File: src/rtl/alu_writeback_pkg.sv
// Shared types and constants for the ALU writeback stage.
// WORD_SIZE and the opcode macros normally come from top_macro.vh; the
// guarded defaults below keep this slice self-contained when it is absent.

`ifndef WORD_SIZE
`define WORD_SIZE 32
`endif
`ifndef ADD
`define ADD 5'b00000
`endif
`ifndef SUB
`define SUB 5'b00001
`endif
`ifndef COMP
`define COMP 5'b00010
`endif

package alu_writeback_pkg;

    // Result-buffer occupancy states
    typedef enum logic [1:0] {
        StEmpty = 2'b00,
        StOne   = 2'b01,
        StFull  = 2'b10
    } wb_state_e;

    // Bit positions inside the flags output {sticky_ovf, greater, equal}
    localparam int unsigned FlagEqBit  = 0;
    localparam int unsigned FlagGtBit  = 1;
    localparam int unsigned FlagOvfBit = 2;

    localparam int unsigned OpcodeW = 5;
    localparam int unsigned CompW   = 2;

    // Opcodes that retire into the register file
    function automatic logic is_write_op(input logic [OpcodeW-1:0] op);
        return (op == `ADD) || (op == `SUB);
    endfunction

endpackage

File: src/rtl/wb_fifo.sv
// Two-entry result buffer with an EMPTY/ONE/FULL occupancy FSM.
// Drains one entry per cycle, oldest first, whenever not empty and not stalled.

module wb_fifo
    import alu_writeback_pkg::*;
#(
    parameter int unsigned Width = 8
) (
    input  logic             clk,
    input  logic             rst_n,
    input  logic             push_valid_i,
    output logic             push_ready_o,
    input  logic [Width-1:0] push_data_i,
    input  logic             stall_i,
    output logic             pop_valid_o,
    output logic [Width-1:0] pop_data_o
);

    wb_state_e        state_q, state_d;
    logic             ready_q;
    logic             wr_ptr_q, rd_ptr_q;
    logic [Width-1:0] mem_q [2];
    logic             push, pop;

    assign push = push_valid_i & ready_q;
    assign pop  = (state_q != StEmpty) & ~stall_i;

    // Occupancy moves by one on push-only or pop-only; push+pop holds it
    always_comb begin
        state_d = state_q;
        case ({push, pop})
            2'b10:   state_d = (state_q == StEmpty) ? StOne : StFull;
            2'b01:   state_d = (state_q == StFull) ? StOne : StEmpty;
            default: state_d = state_q;
        endcase
    end

    // FSM, pointers, storage and the registered ready flag
    always_ff @(posedge clk or negedge rst_n) begin
        if (!rst_n) begin
            state_q  <= StEmpty;
            ready_q  <= 1'b1;
            wr_ptr_q <= 1'b0;
            rd_ptr_q <= 1'b0;
            for (int i = 0; i < 2; i++) begin
                mem_q[i] <= '0;
            end
        end else begin
            state_q <= state_d;
            ready_q <= (state_d != StFull);
            if (push) begin
                mem_q[wr_ptr_q] <= push_data_i;
                wr_ptr_q        <= ~wr_ptr_q;
            end
            if (pop) begin
                rd_ptr_q <= ~rd_ptr_q;
            end
        end
    end

    assign push_ready_o = ready_q;
    assign pop_valid_o  = pop;
    assign pop_data_o   = mem_q[rd_ptr_q];

endmodule

File: src/rtl/alu_writeback.sv
// ALU writeback stage: buffers ALU results, retires ADD/SUB into the register
// file, COMP into the equal/greater flags, and keeps a sticky overflow bit.
// Optional macro WB_BYPASS_EN forwards the draining entry to the read ports.

`ifndef WORD_SIZE
`define WORD_SIZE 32
`endif
`ifndef COMP
`define COMP 5'b00010
`endif

module alu_writeback
    import alu_writeback_pkg::*;
#(
    parameter  int unsigned NREGS = 8,
    localparam int unsigned AddrW = $clog2(NREGS)
) (
    input  logic                  clk,
    input  logic                  rst_n,
    input  logic                  res_valid_i,
    output logic                  res_ready_o,
    input  logic [OpcodeW-1:0]    res_opcode_i,
    input  logic [`WORD_SIZE-1:0] res_data_i,
    input  logic                  res_overflow_i,
    input  logic [CompW-1:0]      res_comp_flag_i,
    input  logic [AddrW-1:0]      res_rd_i,
    input  logic                  wb_stall_i,
    input  logic [AddrW-1:0]      rs1_addr_i,
    input  logic [AddrW-1:0]      rs2_addr_i,
    output logic [`WORD_SIZE-1:0] rs1_data_o,
    output logic [`WORD_SIZE-1:0] rs2_data_o,
    output logic [2:0]            flags_o,
    input  logic                  clr_ovf_i
);

    localparam int unsigned EntryW = OpcodeW + `WORD_SIZE + 1 + CompW + AddrW;

    logic [EntryW-1:0]     push_data, pop_data;
    logic                  pop_valid;
    logic [OpcodeW-1:0]    dr_op;
    logic [`WORD_SIZE-1:0] dr_data;
    logic                  dr_ovf;
    logic [CompW-1:0]      dr_cf;
    logic [AddrW-1:0]      dr_rd;
    logic                  drain_wr, drain_cmp, reg_we;

    logic [`WORD_SIZE-1:0] regs_q [NREGS];
    logic [2:0]            flags_q, flags_d;

    assign push_data = {res_opcode_i, res_data_i, res_overflow_i, res_comp_flag_i, res_rd_i};

    wb_fifo #(
        .Width (EntryW)
    ) u_wb_fifo (
        .clk          (clk),
        .rst_n        (rst_n),
        .push_valid_i (res_valid_i),
        .push_ready_o (res_ready_o),
        .push_data_i  (push_data),
        .stall_i      (wb_stall_i),
        .pop_valid_o  (pop_valid),
        .pop_data_o   (pop_data)
    );

    assign {dr_op, dr_data, dr_ovf, dr_cf, dr_rd} = pop_data;

    assign drain_wr  = pop_valid & is_write_op(dr_op);
    assign drain_cmp = pop_valid & (dr_op == `COMP);
    // Register 0 is hardwired to zero, so its writes are dropped here
    assign reg_we    = drain_wr & (dr_rd != '0);

    // Register file write on drain of ADD/SUB
    always_ff @(posedge clk or negedge rst_n) begin
        if (!rst_n) begin
            for (int i = 0; i < int'(NREGS); i++) begin
                regs_q[i] <= '0;
            end
        end else if (reg_we) begin
            regs_q[dr_rd] <= dr_data;
        end
    end

    // Flag next state; clr_ovf wins over an overflow arriving the same cycle
    always_comb begin
        flags_d = flags_q;
        if (clr_ovf_i) begin
            flags_d[FlagOvfBit] = 1'b0;
        end else if (drain_wr && dr_ovf) begin
            flags_d[FlagOvfBit] = 1'b1;
        end
        if (drain_cmp) begin
            flags_d[FlagEqBit] = dr_cf[0];
            flags_d[FlagGtBit] = dr_cf[1];
        end
    end

    // Flag register
    always_ff @(posedge clk or negedge rst_n) begin
        if (!rst_n) begin
            flags_q <= '0;
        end else begin
            flags_q <= flags_d;
        end
    end

    assign flags_o = flags_q;

    // Read port 1
    always_comb begin
        rs1_data_o = (rs1_addr_i == '0) ? '0 : regs_q[rs1_addr_i];
`ifdef WB_BYPASS_EN
        if (reg_we && (rs1_addr_i == dr_rd)) begin
            rs1_data_o = dr_data;
        end
`endif
    end

    // Read port 2
    always_comb begin
        rs2_data_o = (rs2_addr_i == '0) ? '0 : regs_q[rs2_addr_i];
`ifdef WB_BYPASS_EN
        if (reg_we && (rs2_addr_i == dr_rd)) begin
            rs2_data_o = dr_data;
        end
`endif
    end

endmodule
File: config.mk
export PLATFORM = sky130hd
export DESIGN_NAME = alu_writeback
export DESIGN_NICKNAME = d
export VERILOG_FILES = /design/src/rtl/alu_writeback_pkg.sv /design/src/rtl/wb_fifo.sv /design/src/rtl/alu_writeback.sv
export SDC_FILE = /design/constraint.sdc
export NUM_CORES = 1
export LEC_CHECK = 0
export CAP_MARGIN = 15
export CORE_MARGIN = 3
export CORE_UTILIZATION = 35
export CTS_CLUSTER_DIAMETER = 200
export DETAILED_ROUTE_END_ITERATION = 10
export SKIP_LAST_GASP = 1
export SLEW_MARGIN = 40
export SYNTH_ARGS = -nofsm -noshare
export SYNTH_HDL_FRONTEND = slang
export SYNTH_SLANG_ARGS = --single-unit
export TNS_END_PERCENT = 20
File: constraint.sdc
create_clock -name clk -period 3.05 [get_ports clk]
set_input_delay 0.61 -clock clk [delete_from_list [all_inputs] [get_ports clk]]
set_output_delay 0.61 -clock clk [all_outputs]
set_load 0.005 [all_outputs]
==> results_tabular.tex, run 1 <==
\begin{tabular}{lr}
\hline
Metric & Value \\
\hline
\multicolumn{2}{l}{\textbf{STA}} \\
\quad Total count of max-transition violations in the final report & 0 \\
\quad Max Fclk & 333 MHz \\
\quad Worst slew slack as a fraction of its limit & 0.487 \\
\quad Final Setup Violations & 0 \\
\quad Worst hold slack after final layout & 0.0301 ns \\
\quad Worst slew pin tran & 0.770 ns \\
\quad Worst-case setup margin in the final layout & 0.0512 ns \\
\quad Unrepaired setup endpoints after global routing & yes \\
\quad Crit share post-route & 0.983 \\
\quad Final count of hold timing violations & 0 \\
\quad Clock period minus worst slack & 3.00 ns \\
\quad Worst Skew & 0.0104 ns \\
\multicolumn{2}{l}{\textbf{Logic synthesis}} \\
\quad Fraction of post-synthesis cell area in the top cell type by area & 0.497 \\
\quad Cell taking the most area after synthesis & sky130\_fd\_sc\_hd\_\_dfrtp\_1 \\
\quad Number of cells produced by synthesis & roughly 1,100 \\
\quad Main synth FF type & sky130\_fd\_sc\_hd\_\_dfrtp\_1 \\
\quad Syn Area/Cell & about 14 sq um \\
\quad Number of distinct library cell variants in the gate-level netlist after synthesis & a little over 40 \\
\quad Largest cells by area after synthesis & sky130\_fd\_sc\_hd\_\_dfrtp\_1 50\%, sky130\_fd\_sc\_hd\_\_mux2\_2 27\%, sky130\_fd\_sc\_hd\_\_mux4\_2 9.0\% \\
\quad Post-synthesis instance area & 16,000 sq um \\
\quad Ys async rst share & 1.00 \\
\quad Net count of the mapped netlist & 1,178 \\
\quad Synthesized flop and latch total & 318 \\
\quad Number of enable-type register cells in the synthesized netlist & 0 \\
\quad Sequential element share of the synthesized area & 0.499 \\
\quad Synthesis Warnings & 0 \\
\multicolumn{2}{l}{\textbf{Finish}} \\
\quad Most common library cell in the layout ignoring fill and taps & sky130\_fd\_sc\_hd\_\_mux2\_2 \\
\quad Post-route non-filler standard cell count & 1,887 \\
\quad Commonest cells after routing, fill and taps aside & 379 x sky130\_fd\_sc\_hd\_\_mux2\_2, 316 x sky130\_fd\_sc\_hd\_\_dfrtp\_1, 114 x sky130\_fd\_sc\_hd\_\_clkdlybuf4s50\_1 \\
\quad \# fillers & 4,048 \\
\quad Area growth from synthesis to layout & 24.3\% \\
\quad Number of nets in the layout & 1,322 \\
\quad Fraction of final layout cells sized beyond drive strength 1 & 0.481 \\
\quad Count of inserted antenna diode cells & 0 \\
\quad Final core area utilization & 0.445 \\
\multicolumn{2}{l}{\textbf{GRT}} \\
\quad Met1 global-route usage & 0.242 \\
\quad Largest net degree at the start of global routing & 85 \\
\quad Global-route wire length before repair & 65,400 microns \\
\quad Number of antenna violations at the first check in global routing & 0 \\
\quad GRT Util Overall & 0.177 \\
\quad Most used routing layer & met2 \\
\quad Fraction of met3 tracks used by global routing & 0.0361 \\
\quad Number of global-route vias before repair & 10,800 \\
\quad Overflow left after global routing & 0 \\
\quad Met2 layer usage reported by global route & 0.289 \\
\multicolumn{2}{l}{\textbf{Clock network}} \\
\quad Clock tree from TritonCTS & done \\
\quad H-tree levels & 2 \\
\quad CTS Buffer Depth & 3 \\
\quad Clk\_lat worst skew & 0.54 ns \\
\quad \# clock sinks & $\sim$320 \\
\quad Root buffer cell & sky130\_fd\_sc\_hd\_\_clkbuf\_16 \\
\quad Number of buffers inserted during clock tree synthesis & 38 \\
\quad Clock slew seen by the registers of the worst setup and hold paths & about 0.060 ns \\
\quad Setup bufs post-CTS & 0 \\
\multicolumn{2}{l}{\textbf{Setup path}} \\
\quad Internal reg-to-reg setup slack & about 0.36 ns \\
\quad Launching element type of the critical path & primary input \\
\quad Data arrival time of the worst path & 2.39 ns \\
\quad Critical Path End Type & output port \\
\quad Reg2Reg Launch Point & u\_wb\_fifo.rd\_ptr\_q \\
\quad Logic depth of the worst register-to-register path & 5 \\
\quad Type of the worst setup path & primary input to output port \\
\quad Crit Reg-Reg Endpoint & regs\_q[14] \\
\quad WP data required & 2.44 ns \\
\quad Largest fanout of any net on the critical path & 14 \\
\multicolumn{2}{l}{\textbf{Placed design}} \\
\quad Routability Congestion & $\sim$0.77 \\
\quad Detailed placer's ending HPWL & between 20,000 and 30,000 microns \\
\quad Setup slack after placement & 0.00897 ns \\
\quad Cell count after placement & 1,818 \\
\quad Port Buffers & between 100 and 150 \\
\multicolumn{2}{l}{\textbf{Worst hold path}} \\
\quad Min-delay worst type & primary input to asynchronous set/reset pin \\
\multicolumn{2}{l}{\textbf{Power and ir drop}} \\
\quad Internal power of the cells & between 0.01 and 0.015 W \\
\quad Power per Cell Area & 910 nW/um\^{}2 \\
\quad Proportion of power drawn by flip-flops and latches & 0.405 \\
\quad Leak pwr & 8.77 nW \\
\quad Final Total Pwr & 0.0181 W \\
\quad Switching portion of total power & 0.304 \\
\quad Net switching power figure & approximately 0.0055 W \\
\quad Proportion of power drawn by the clock network & 0.252 \\
\quad Logic pwr share & 0.343 \\
\quad VDD IR-drop max & 0.467 mV \\
\multicolumn{2}{l}{\textbf{Die}} \\
\quad Floorplan core area & 44,600 sq um \\
\quad Total die area & slightly below 50,000 sq um \\
\quad Number of rows in the core area & 77 \\
\quad Die Y & 220 microns \\
\quad Horizontal die dimension & approximately 220 microns \\
\quad Number of ports placed on the die boundary & 122 \\
\quad Initial cell density of the core & 0.358 \\
\multicolumn{2}{l}{\textbf{Routing}} \\
\quad Average wire length per cell after detail routing & 22.1 microns \\
\quad Initial DRT Pass Iterations & 4 \\
\quad Final wirelength & 41,800 microns \\
\quad DRC viols & 0 \\
\quad Count of nets left with antenna violations after detail routing & 0 \\
\quad Per-cell via count in the routed design & 5.35 \\
\quad First-iteration detailed-routing DRC count & 514 \\
\quad Total via count in the routed design & 10,100 \\
\multicolumn{2}{l}{\textbf{Outcome}} \\
\quad Run status & complete, no violations \\
\multicolumn{2}{l}{\textbf{Run}} \\
\quad Max Cap Violations & 0 \\
\hline
\end{tabular}
## synth_stat cells, drive strengths merged (2+ instances only)
| master | number |
|---|---|
| nor3b | 2 |
| a22oi | 33 |
| inv | 33 |
| a221oi | 30 |
| and3b | 3 |
| nor2b | 3 |
| or2 | 2 |
| o21ai | 34 |
| nor2 | 7 |
| mux2i | 3 |
| buf | 42 |
| nor3 | 4 |
| ha | 2 |
| dfrtp | 317 |
| mux4 | 64 |
| mux2 | 411 |
| clkbuf | 44 |
| a21o | 2 |
| o211ai | 2 |
| a21oi | 32 |
| nand2 | 38 |
## logic make-up (layout without fill, tap and decap cells)
family | after synthesis | count (layout) | synth area share
fa+ha+maj | 2 | 2 | 0.00157
xor+xnor | 1 | 1 | 0.000549
simple gates | 64 | 64 | 0.0198
compound gates | 140 | 140 | 0.0583
mux | 478 | 478 | 0.389
flops | 318 | 318 | 0.499
buf+inv | 119 | 292 | 0.0316
## critical path, stage by stage
cell and delay [ns]:
sky130_fd_sc_hd__buf_4 0.19, sky130_fd_sc_hd__buf_12 0.18, sky130_fd_sc_hd__nor2b_4 0.17, sky130_fd_sc_hd__buf_12 0.18, sky130_fd_sc_hd__buf_12 0.14, sky130_fd_sc_hd__a22oi_1 0.08
sky130_fd_sc_hd__o21ai_0 0.27, sky130_fd_sc_hd__clkdlybuf4s50_1 0.56
## how the worst max path moves through the flow
stage | endpoint | slack [ns] | cells after the start | start
finish | rs1_data_o[15] | 0.05 | 8 | rs1_addr_i[0]
global route | rs1_data_o[18] | -0.05 | 8 | rs1_addr_i[0]
detailed placement | rs1_data_o[21] | 0.009 | 8 | rs1_addr_i[0]
CTS | rs1_data_o[21] | 0.007 | 8 | rs1_addr_i[0]
floorplan | rs1_data_o[26] | 0.48 | 5 | rs1_addr_i[0]
global placement | rs1_data_o[18] | 0.03 | 8 | rs1_addr_i[0]
## sequential cells by signal, indices dropped and copies added (netlist names)
name	count
u_wb_fifo.rd_ptr_q	1
flags_o	3
u_wb_fifo.wr_ptr_q	1
regs_q	224
u_wb_fifo.push_ready_o	1
u_wb_fifo.mem_q	86
u_wb_fifo.state_q	2
## routing by layer
metal	part of all wire	up-vias	wire length, microns
met5	0	-	0
met2	0.48	199	20100
met3	0.045	56	1860
li1	-	4503	-
met4	0.019	0	789
met1	0.46	5336	19000
## final cells by class
cell class | count | area, sq um | area share
sequential | 318 | 7960 | 0.401
clock buffer | 63 | 1210 | 0.0609
clock inverter | 6 | 57.6 | 0.00290
tap | 592 | 741 | 0.0373
inverter | 33 | 124 | 0.00625
multi-input combinational | 685 | 7550 | 0.381
timing repair buffer | 190 | 2190 | 0.110
## metrics by stage
step	setup TNS (ns)	cell area, sq um
after global routing	-0.106	19800
after floorplan	0	16000
after CTS	0	19800
after detailed placement	0	18600
final	0	19800
after global placement	0	18600
## power groups by stage
stage / Combinational, W / Clock, W / Sequential (W)
floorplan: 0.00434 / 0 / 0.00694
global placement: 0.00613 / 0 / 0.00726
detailed placement: 0.00625 / 0 / 0.00735
CTS: 0.00629 / 0.00468 / 0.00729
global route: 0.00674 / 0.00487 / 0.00757
finish: 0.00620 / 0.00455 / 0.00731
## what timing repair did
action,4_1_cts,5_1_grt
endpoints found under the setup margin,0,3
gates resized for setup,0,1
hold buffers,0,0
(Power assumes the default switching activity.)
==> run 2, diff against run 1 <==
RECOVER_POWER = 25   (was unset)
==> run 2 against run 1 <==
The run now ends with capacitance limit, slew limit left. Critical path type unchanged. Register-to-register slack about the same. Clock-buffer cell count unchanged. Worst hold slack better by 0.47 ns. Sequential cell count unchanged. Critical path depth unchanged. Global-route usage unchanged.
==> results_tabular.tex, run 2 (synthesized netlist as in run 1, its figures left out) <==
\begin{tabular}{lr}
\hline
Metric & Value \\
\hline
\multicolumn{2}{l}{\textbf{GRT}} \\
\quad GRT Util Overall & 0.177 \\
\quad Number of antenna violations at the first check in global routing & 0 \\
\quad Largest net degree at the start of global routing & 85 \\
\quad Overflow left after global routing & 0 \\
\quad Number of global-route vias before repair & approximately 11,000 \\
\quad Global-route wire length before repair & approximately 65,000 microns \\
\multicolumn{2}{l}{\textbf{STA}} \\
\quad Clock period minus worst slack & 3.00 ns \\
\quad Total count of max-transition violations in the final report & 81 \\
\quad Crit share post-route & 0.982 \\
\quad Max Fclk & 334 MHz \\
\quad Worst slew slack as a fraction of its limit & -0.644 \\
\quad TNS Setup & 0 ns \\
\quad Unrepaired setup endpoints after global routing & yes \\
\quad Worst slew pin tran & 2.47 ns \\
\quad Final count of hold timing violations & 0 \\
\quad Worst Skew & 0.0119 ns \\
\quad Final Setup Violations & 0 \\
\multicolumn{2}{l}{\textbf{Die}} \\
\quad Die Y & 220 microns \\
\quad Horizontal die dimension & 220 microns \\
\quad Number of rows in the core area & 77 \\
\quad Initial cell density of the core & 0.358 \\
\quad Number of ports placed on the die boundary & 122 \\
\quad Floorplan core area & 44,600 sq um \\
\quad Total die area & 48,200 sq um \\
\multicolumn{2}{l}{\textbf{Routing}} \\
\quad Initial DRT Pass Iterations & 4 \\
\quad Count of nets left with antenna violations after detail routing & 0 \\
\quad Average wire length per cell after detail routing & around 22 microns \\
\quad First-iteration detailed-routing DRC count & 489 \\
\quad Final wirelength & roughly 42,000 microns \\
\quad Per-cell via count in the routed design & 5.37 \\
\quad DRC viols & 0 \\
\quad Total via count in the routed design & roughly 10,000 \\
\multicolumn{2}{l}{\textbf{Clock network}} \\
\quad Post-cts repair resize count & 0 \\
\quad \# clock sinks & approximately 320 \\
\quad Setup bufs post-CTS & 0 \\
\quad Clock slew seen by the registers of the worst setup and hold paths & 0.06 ns \\
\quad Clock tree from TritonCTS & done \\
\quad Root buffer cell & sky130\_fd\_sc\_hd\_\_clkbuf\_16 \\
\quad H-tree levels & 2 \\
\quad CTS Buffer Depth & 3 \\
\quad Number of buffers inserted during clock tree synthesis & 38 \\
\quad CTS Hold Bufs & 0 \\
\quad Clk\_lat worst skew & roughly 0.54 ns \\
\multicolumn{2}{l}{\textbf{Finish}} \\
\quad Count of inserted antenna diode cells & 0 \\
\quad Most common library cell in the layout ignoring fill and taps & sky130\_fd\_sc\_hd\_\_mux2\_2 \\
\quad Number of nets in the layout & 1,322 \\
\quad Top register by number of flip-flops & regs\_q \\
\quad Fraction of final layout cells sized beyond drive strength 1 & 0.481 \\
\quad Commonest cells after routing, fill and taps aside & 379 x sky130\_fd\_sc\_hd\_\_mux2\_2, 316 x sky130\_fd\_sc\_hd\_\_dfrtp\_1, 114 x sky130\_fd\_sc\_hd\_\_clkdlybuf4s50\_1 \\
\quad Final core area utilization & 0.444 \\
\quad Area growth from synthesis to layout & 24.2\% \\
\quad Flip-flop count of the largest register after layout & around 220 \\
\multicolumn{2}{l}{\textbf{Setup path}} \\
\quad Launching element type of the critical path & primary input \\
\quad Critical Path End Type & output port \\
\quad Largest fanout of any net on the critical path & 14 \\
\quad Type of the worst setup path & primary input to output port \\
\quad Data arrival time of the worst path & 2.39 ns \\
\quad WP data required & 2.44 ns \\
\multicolumn{2}{l}{\textbf{Outcome}} \\
\quad Violations in the final reports & capacitance limit, slew limit \\
\quad Run status & finished with violations \\
\multicolumn{2}{l}{\textbf{Power and ir drop}} \\
\quad VDD IR-drop max & between 0.4 and 0.5 mV \\
\quad Power per Cell Area & 911 nW/um\^{}2 \\
\quad Final Total Pwr & approximately 0.018 W \\
\quad Leak pwr & about 9 nW \\
\multicolumn{2}{l}{\textbf{Worst hold path}} \\
\quad Min-delay worst type & register to register \\
\multicolumn{2}{l}{\textbf{Placed design}} \\
\quad Port Buffers & 121 \\
\quad Routability Congestion & 0.773 \\
\quad Detailed placer's ending HPWL & 26,800 microns \\
\multicolumn{2}{l}{\textbf{Run}} \\
\quad Max Cap Violations & 1 \\
\hline
\end{tabular}
-- run 2: final cells by class --
type,instances,area (sq um)
Clock buffer,63,1210
Tap cell,592,741
Sequential cell,318,7960
Multi-Input combinational cell,685,7550
Timing Repair Buffer,190,2180
Clock inverter,6,57.6
Inverter,33,124
Fill cell,4049,24800
-- run 2: per-layer routing --
layer,up-vias,GRT usage,share of wire
li1,4508,-,-
met1,5368,0.242,0.45
met2,197,0.289,0.48
met3,59,0.0361,0.047
met4,0,0.0410,0.019
met5,-,0,0
-- run 2: worst paths after layout --
| kind | from | end | slack, ns | cells past startpoint |
|---|---|---|---|---|
| max in group asynchronous | rst_n | regs_q[166] | 0.75 | 1 |
| hold reg to reg | u_wb_fifo.mem_q[24] | u_wb_fifo.mem_q[24] | 0.50 | 1 |
| setup reg to reg | u_wb_fifo.rd_ptr_q | regs_q[9] | 0.37 | 5 |
| setup / recovery | rs1_addr_i[0] | rs1_data_o[15] | 0.05 | 8 |
| min in group asynchronous | rst_n | regs_q[90] | 0.79 | 1 |
| hold / removal | u_wb_fifo.mem_q[24] | u_wb_fifo.mem_q[24] | 0.50 | 1 |
-- run 2: stage by stage --
step | hold WS (ns) | std cells | setup slack [ns] | cell area (sq um)
after global placement | 0.482 | 1818 | 0.0318 | 18600
final | 0.498 | 1887 | 0.0546 | 19800
after detailed placement | 0.487 | 1818 | 0.00897 | 18600
after CTS | 0.0803 | 1887 | 0.00688 | 19800
after global routing | 0.506 | 1887 | -0.0550 | 19800
after floorplan | 0.314 | 1122 | 0.481 | 16000
-- run 2: report_power, final --
part           internal, W  total (W)  switching [W]  leakage (nW)
Clock              0.00278    0.00454        0.00176         0.621
Sequential         0.00609    0.00731        0.00122          4.21
Combinational      0.00371    0.00620        0.00249          3.93
Total               0.0126     0.0181        0.00548          8.76
-- run 2: worst max-delay path, cell delays in order --
cell	delay [ns]
sky130_fd_sc_hd__buf_4	0.19
sky130_fd_sc_hd__buf_12	0.18
sky130_fd_sc_hd__nor2b_4	0.17
sky130_fd_sc_hd__buf_12	0.18
sky130_fd_sc_hd__buf_12	0.14
sky130_fd_sc_hd__a22oi_1	0.08
sky130_fd_sc_hd__o21ai_0	0.27
sky130_fd_sc_hd__clkdlybuf4s50_1	0.56
==> run 3, diff against run 2 <==
CTS_CLUSTER_DIAMETER = 80   (was 200)
SYNTH_HIERARCHICAL = 1   (was unset)
clock period = 3.2 ns   (was 3.05 ns; I/O delays follow)
==> run 3 against run 2 <==
The flow finishes with violations (capacitance limit, slew limit, setup timing). Clock skew is 0.0039 ns higher. Largest power group unchanged. Largest cell class is now multi-input gates. Combinational power fell by 9.0%. Global-route usage grew 0.33 points. Power decreased by 8.5%. Wire length increased by 7.7%. Synthesized cell count is 1.7% higher. Via count grew 4.6%. Non-clock buffer count grew 28. Clock power is 3% lower.
==> results_tabular.tex, run 3 <==
\begin{tabular}{lr}
\hline
Metric & Value \\
\hline
\multicolumn{2}{l}{\textbf{Power and ir drop}} \\
\quad Leak pwr & about 9.5 nW \\
\quad Power per Cell Area & slightly above 800 nW/um\^{}2 \\
\quad VDD IR-drop max & 0.466 mV \\
\multicolumn{2}{l}{\textbf{Clock network}} \\
\quad Clock tree from TritonCTS & done \\
\quad CTS Buffer Depth & 3 \\
\quad \# clock sinks & 318 \\
\quad Root buffer cell & sky130\_fd\_sc\_hd\_\_clkbuf\_16 \\
\quad H-tree levels & 2 \\
\quad Setup bufs post-CTS & 0 \\
\quad Number of buffers inserted during clock tree synthesis & 39 \\
\quad Clock slew seen by the registers of the worst setup and hold paths & $\sim$0.05 ns \\
\quad Clk\_lat worst skew & 0.54 ns \\
\quad CTS Hold Bufs & 0 \\
\multicolumn{2}{l}{\textbf{Placed design}} \\
\quad Routability Congestion & 0.762 \\
\quad Detailed placer's ending HPWL & between 20,000 and 30,000 microns \\
\quad Cell area after placement & 18,900 sq um \\
\quad Setup slack after placement & -0.305 ns \\
\quad Port Buffers & 121 \\
\multicolumn{2}{l}{\textbf{Setup path}} \\
\quad Largest fanout of any net on the critical path & 29 \\
\quad Data arrival time of the worst path & 2.64 ns \\
\quad Launching element type of the critical path & primary input \\
\quad Critical Path End Type & output port \\
\quad Number of buffer and inverter stages on the critical path & 4 \\
\quad Critical Path Max Stage Delay & 0.50 ns \\
\quad Type of the worst setup path & primary input to output port \\
\quad Max stage delay cell, worst path & sky130\_fd\_sc\_hd\_\_a221oi\_1 \\
\quad Crit-path leading delay family & buffers and inverters \\
\quad WP data required & 2.56 ns \\
\quad Cells traversed along the worst timing path & buf\_2 -> buf\_4 -> a221oi\_1 -> a221oi\_1 -> buf\_4 -> clkdlybuf4s50\_1 \\
\multicolumn{2}{l}{\textbf{Finish}} \\
\quad Fraction of final layout cells sized beyond drive strength 1 & 0.450 \\
\quad Commonest cells after routing, fill and taps aside & 316 x sky130\_fd\_sc\_hd\_\_dfrtp\_1, 312 x sky130\_fd\_sc\_hd\_\_mux2\_2, 125 x sky130\_fd\_sc\_hd\_\_mux2i\_1 \\
\quad Final non-filler cell area & between 20,000 and 25,000 sq um \\
\quad Area growth from synthesis to layout & 24.6\% \\
\quad Top register by number of flip-flops & regs\_q \\
\quad Flip-flop count of the largest register after layout & 224 \\
\quad Most common library cell in the layout ignoring fill and taps & sky130\_fd\_sc\_hd\_\_dfrtp\_1 \\
\quad Number of nets in the layout & 1,359 \\
\multicolumn{2}{l}{\textbf{Logic synthesis}} \\
\quad Net count of the mapped netlist & 1,197 \\
\quad Main synth FF type & sky130\_fd\_sc\_hd\_\_dfrtp\_1 \\
\quad Post-synthesis instance area & 16,300 sq um \\
\quad Top-count cell post-synth & sky130\_fd\_sc\_hd\_\_dfrtp\_1 \\
\quad Number of cells produced by synthesis & roughly 1,100 \\
\quad Commonest cells in the synthesized netlist & 317 x sky130\_fd\_sc\_hd\_\_dfrtp\_1, 312 x sky130\_fd\_sc\_hd\_\_mux2\_2, 125 x sky130\_fd\_sc\_hd\_\_mux2i\_1 \\
\quad Number of enable-type register cells in the synthesized netlist & 0 \\
\quad Synthesized flop and latch total & 318 \\
\quad Sequential element share of the synthesized area & 0.489 \\
\quad Syn Area/Cell & 14.3 sq um \\
\quad Number of distinct library cell variants in the gate-level netlist after synthesis & 35 \\
\quad Fraction of post-synthesis cell area in the top cell type by area & 0.488 \\
\quad Cell taking the most area after synthesis & sky130\_fd\_sc\_hd\_\_dfrtp\_1 \\
\quad Ys async rst share & 1.00 \\
\quad Largest cells by area after synthesis & sky130\_fd\_sc\_hd\_\_dfrtp\_1 49\%, sky130\_fd\_sc\_hd\_\_mux2\_2 22\%, sky130\_fd\_sc\_hd\_\_mux2\_4 9.1\% \\
\quad Synthesis Warnings & 6 \\
\multicolumn{2}{l}{\textbf{GRT}} \\
\quad Largest net degree at the start of global routing & 72 \\
\quad Number of antenna violations at the first check in global routing & 6 \\
\quad Global-route wire length before repair & 69,100 microns \\
\quad GRT Util Overall & 0.180 \\
\quad Number of global-route vias before repair & 11,100 \\
\quad Overflow left after global routing & 0 \\
\multicolumn{2}{l}{\textbf{STA}} \\
\quad Worst slew slack as a fraction of its limit & -0.233 \\
\quad Unrepaired setup endpoints after global routing & yes \\
\quad Final count of hold timing violations & 0 \\
\quad Worst slew pin tran & 1.85 ns \\
\quad Worst Skew & 0.0158 ns \\
\quad Worst-case setup margin in the final layout & -0.0800 ns \\
\quad Total count of max-transition violations in the final report & 65 \\
\quad Max Fclk & roughly 300 MHz \\
\quad Clock period minus worst slack & between 3 and 4 ns \\
\quad Final Setup Violations & 4 \\
\quad Crit share post-route & 1.02 \\
\multicolumn{2}{l}{\textbf{Routing}} \\
\quad Total via count in the routed design & 10,600 \\
\quad Per-cell via count in the routed design & between 5 and 6 \\
\quad Final wirelength & 45,000 microns \\
\quad Average wire length per cell after detail routing & 23.3 microns \\
\quad Initial DRT Pass Iterations & 5 \\
\quad First-iteration detailed-routing DRC count & 627 \\
\quad DRC viols & 0 \\
\quad Count of nets left with antenna violations after detail routing & 0 \\
\multicolumn{2}{l}{\textbf{Die}} \\
\quad Initial cell density of the core & 0.356 \\
\quad Floorplan core area & 45,700 sq um \\
\quad Total die area & between 40,000 and 50,000 sq um \\
\quad Die Y & 222 microns \\
\quad Number of ports placed on the die boundary & about 120 \\
\quad Horizontal die dimension & 222 microns \\
\quad Number of rows in the core area & 78 \\
\multicolumn{2}{l}{\textbf{Run}} \\
\quad Max Cap Violations & 1 \\
\multicolumn{2}{l}{\textbf{Worst hold path}} \\
\quad Min-delay worst type & register to register \\
\multicolumn{2}{l}{\textbf{Outcome}} \\
\quad Violations in the final reports & capacitance limit, slew limit, setup timing \\
\quad Run status & finished with violations \\
\hline
\end{tabular}
run 3: cell count changes after synthesis, moves of 29 or more:
cell | before | now
sky130_fd_sc_hd__a22oi_1 | 33 | 0
sky130_fd_sc_hd__inv_1 | 33 | 4
sky130_fd_sc_hd__mux2_2 | 379 | 312
sky130_fd_sc_hd__a21oi_1 | 32 | 0
sky130_fd_sc_hd__mux2i_1 | 3 | 125
sky130_fd_sc_hd__nand2_1 | 38 | 5
sky130_fd_sc_hd__o21ai_0 | 33 | 1
sky130_fd_sc_hd__a221oi_1 | 30 | 124
sky130_fd_sc_hd__mux4_2 | 64 | 0
sky130_fd_sc_hd__mux2_4 | 30 | 99
run 3: path summary, 6_finish.rpt:
kind                                         start                  end  slack, ns  cells past startpoint
worst max-delay path                 rs1_addr_i[0]       rs1_data_o[27]      -0.08                      6
max in group asynchronous                    rst_n  u_wb_fifo/mem_q[62]       0.37                      3
worst max register to register  u_wb_fifo/rd_ptr_q           regs_q[85]       0.36                      5
min in group asynchronous                    rst_n          regs_q[138]       0.57                      1
worst min register to register          flags_o[2]           flags_o[2]       0.49                      2
worst min-delay path                    flags_o[2]           flags_o[2]       0.49                      2
run 3: cell families after synthesis:
family          share of synthesized area
xor+xnor                         0.000539
compound gates                     0.0730
simple gates                       0.0153
buf+inv                            0.0304
mux                                 0.390
flops                               0.489
fa+ha+maj                         0.00154
run 3: power breakdown:
group / switching, W / internal [W]
Combinational: 0.00251 / 0.00313
Clock: 0.00169 / 0.00270
Sequential: 0.000988 / 0.00550
run 3: layout make-up:
class	count	area, sq um
flip-flops and latches	318	7960
diodes	2	5.00
clock buffers	62	1220
clock inverters	8	71.3
repair buffers	218	2250
fillers	4158	25400
inverters	4	15.0
well taps	600	751
multi-input cells	722	7980
run 3: repair_timing:
action                                  in CTS  in global routing
resized for setup                           19                 11
pin swaps                                    1                  0
cloned                                       0                  1
endpoints found under the setup margin      36                 34
run 3: per-stage QoR:
| stage | total power (W) | setup TNS (ns) | cells | hold slack [ns] | util |
|---|---|---|---|---|---|
| global placement | 0.0119 | -24.85 | 1861 | 0.482 | 0.413 |
| detailed placement | 0.0121 | -29.03 | 1861 | 0.487 | 0.413 |
| floorplan | 0.0101 | 0 | 1141 | 0.344 | - |
| finish | 0.0165 | -0.162 | 1934 | 0.491 | 0.444 |
| global route | 0.0175 | -2.72 | 1932 | 0.508 | 0.444 |
| CTS | 0.0166 | -2.13 | 1931 | 0.0511 | 0.443 |
run 3: metal layers:
layer  track usage  vias to the layer above  part of all wire
li1              -                     4702                 -
met5             0                        -            0.0010
met4        0.0396                        6             0.015
met1         0.261                     5596              0.49
met3        0.0466                       49             0.057
met2         0.271                      249              0.44
run 3: tightest hold or removal path: stages, from the launching register on:
cell,delay (ns)
sky130_fd_sc_hd__dfrtp_1,0.33
sky130_fd_sc_hd__a31oi_1,0.04
sky130_fd_sc_hd__nor2_1,0.08
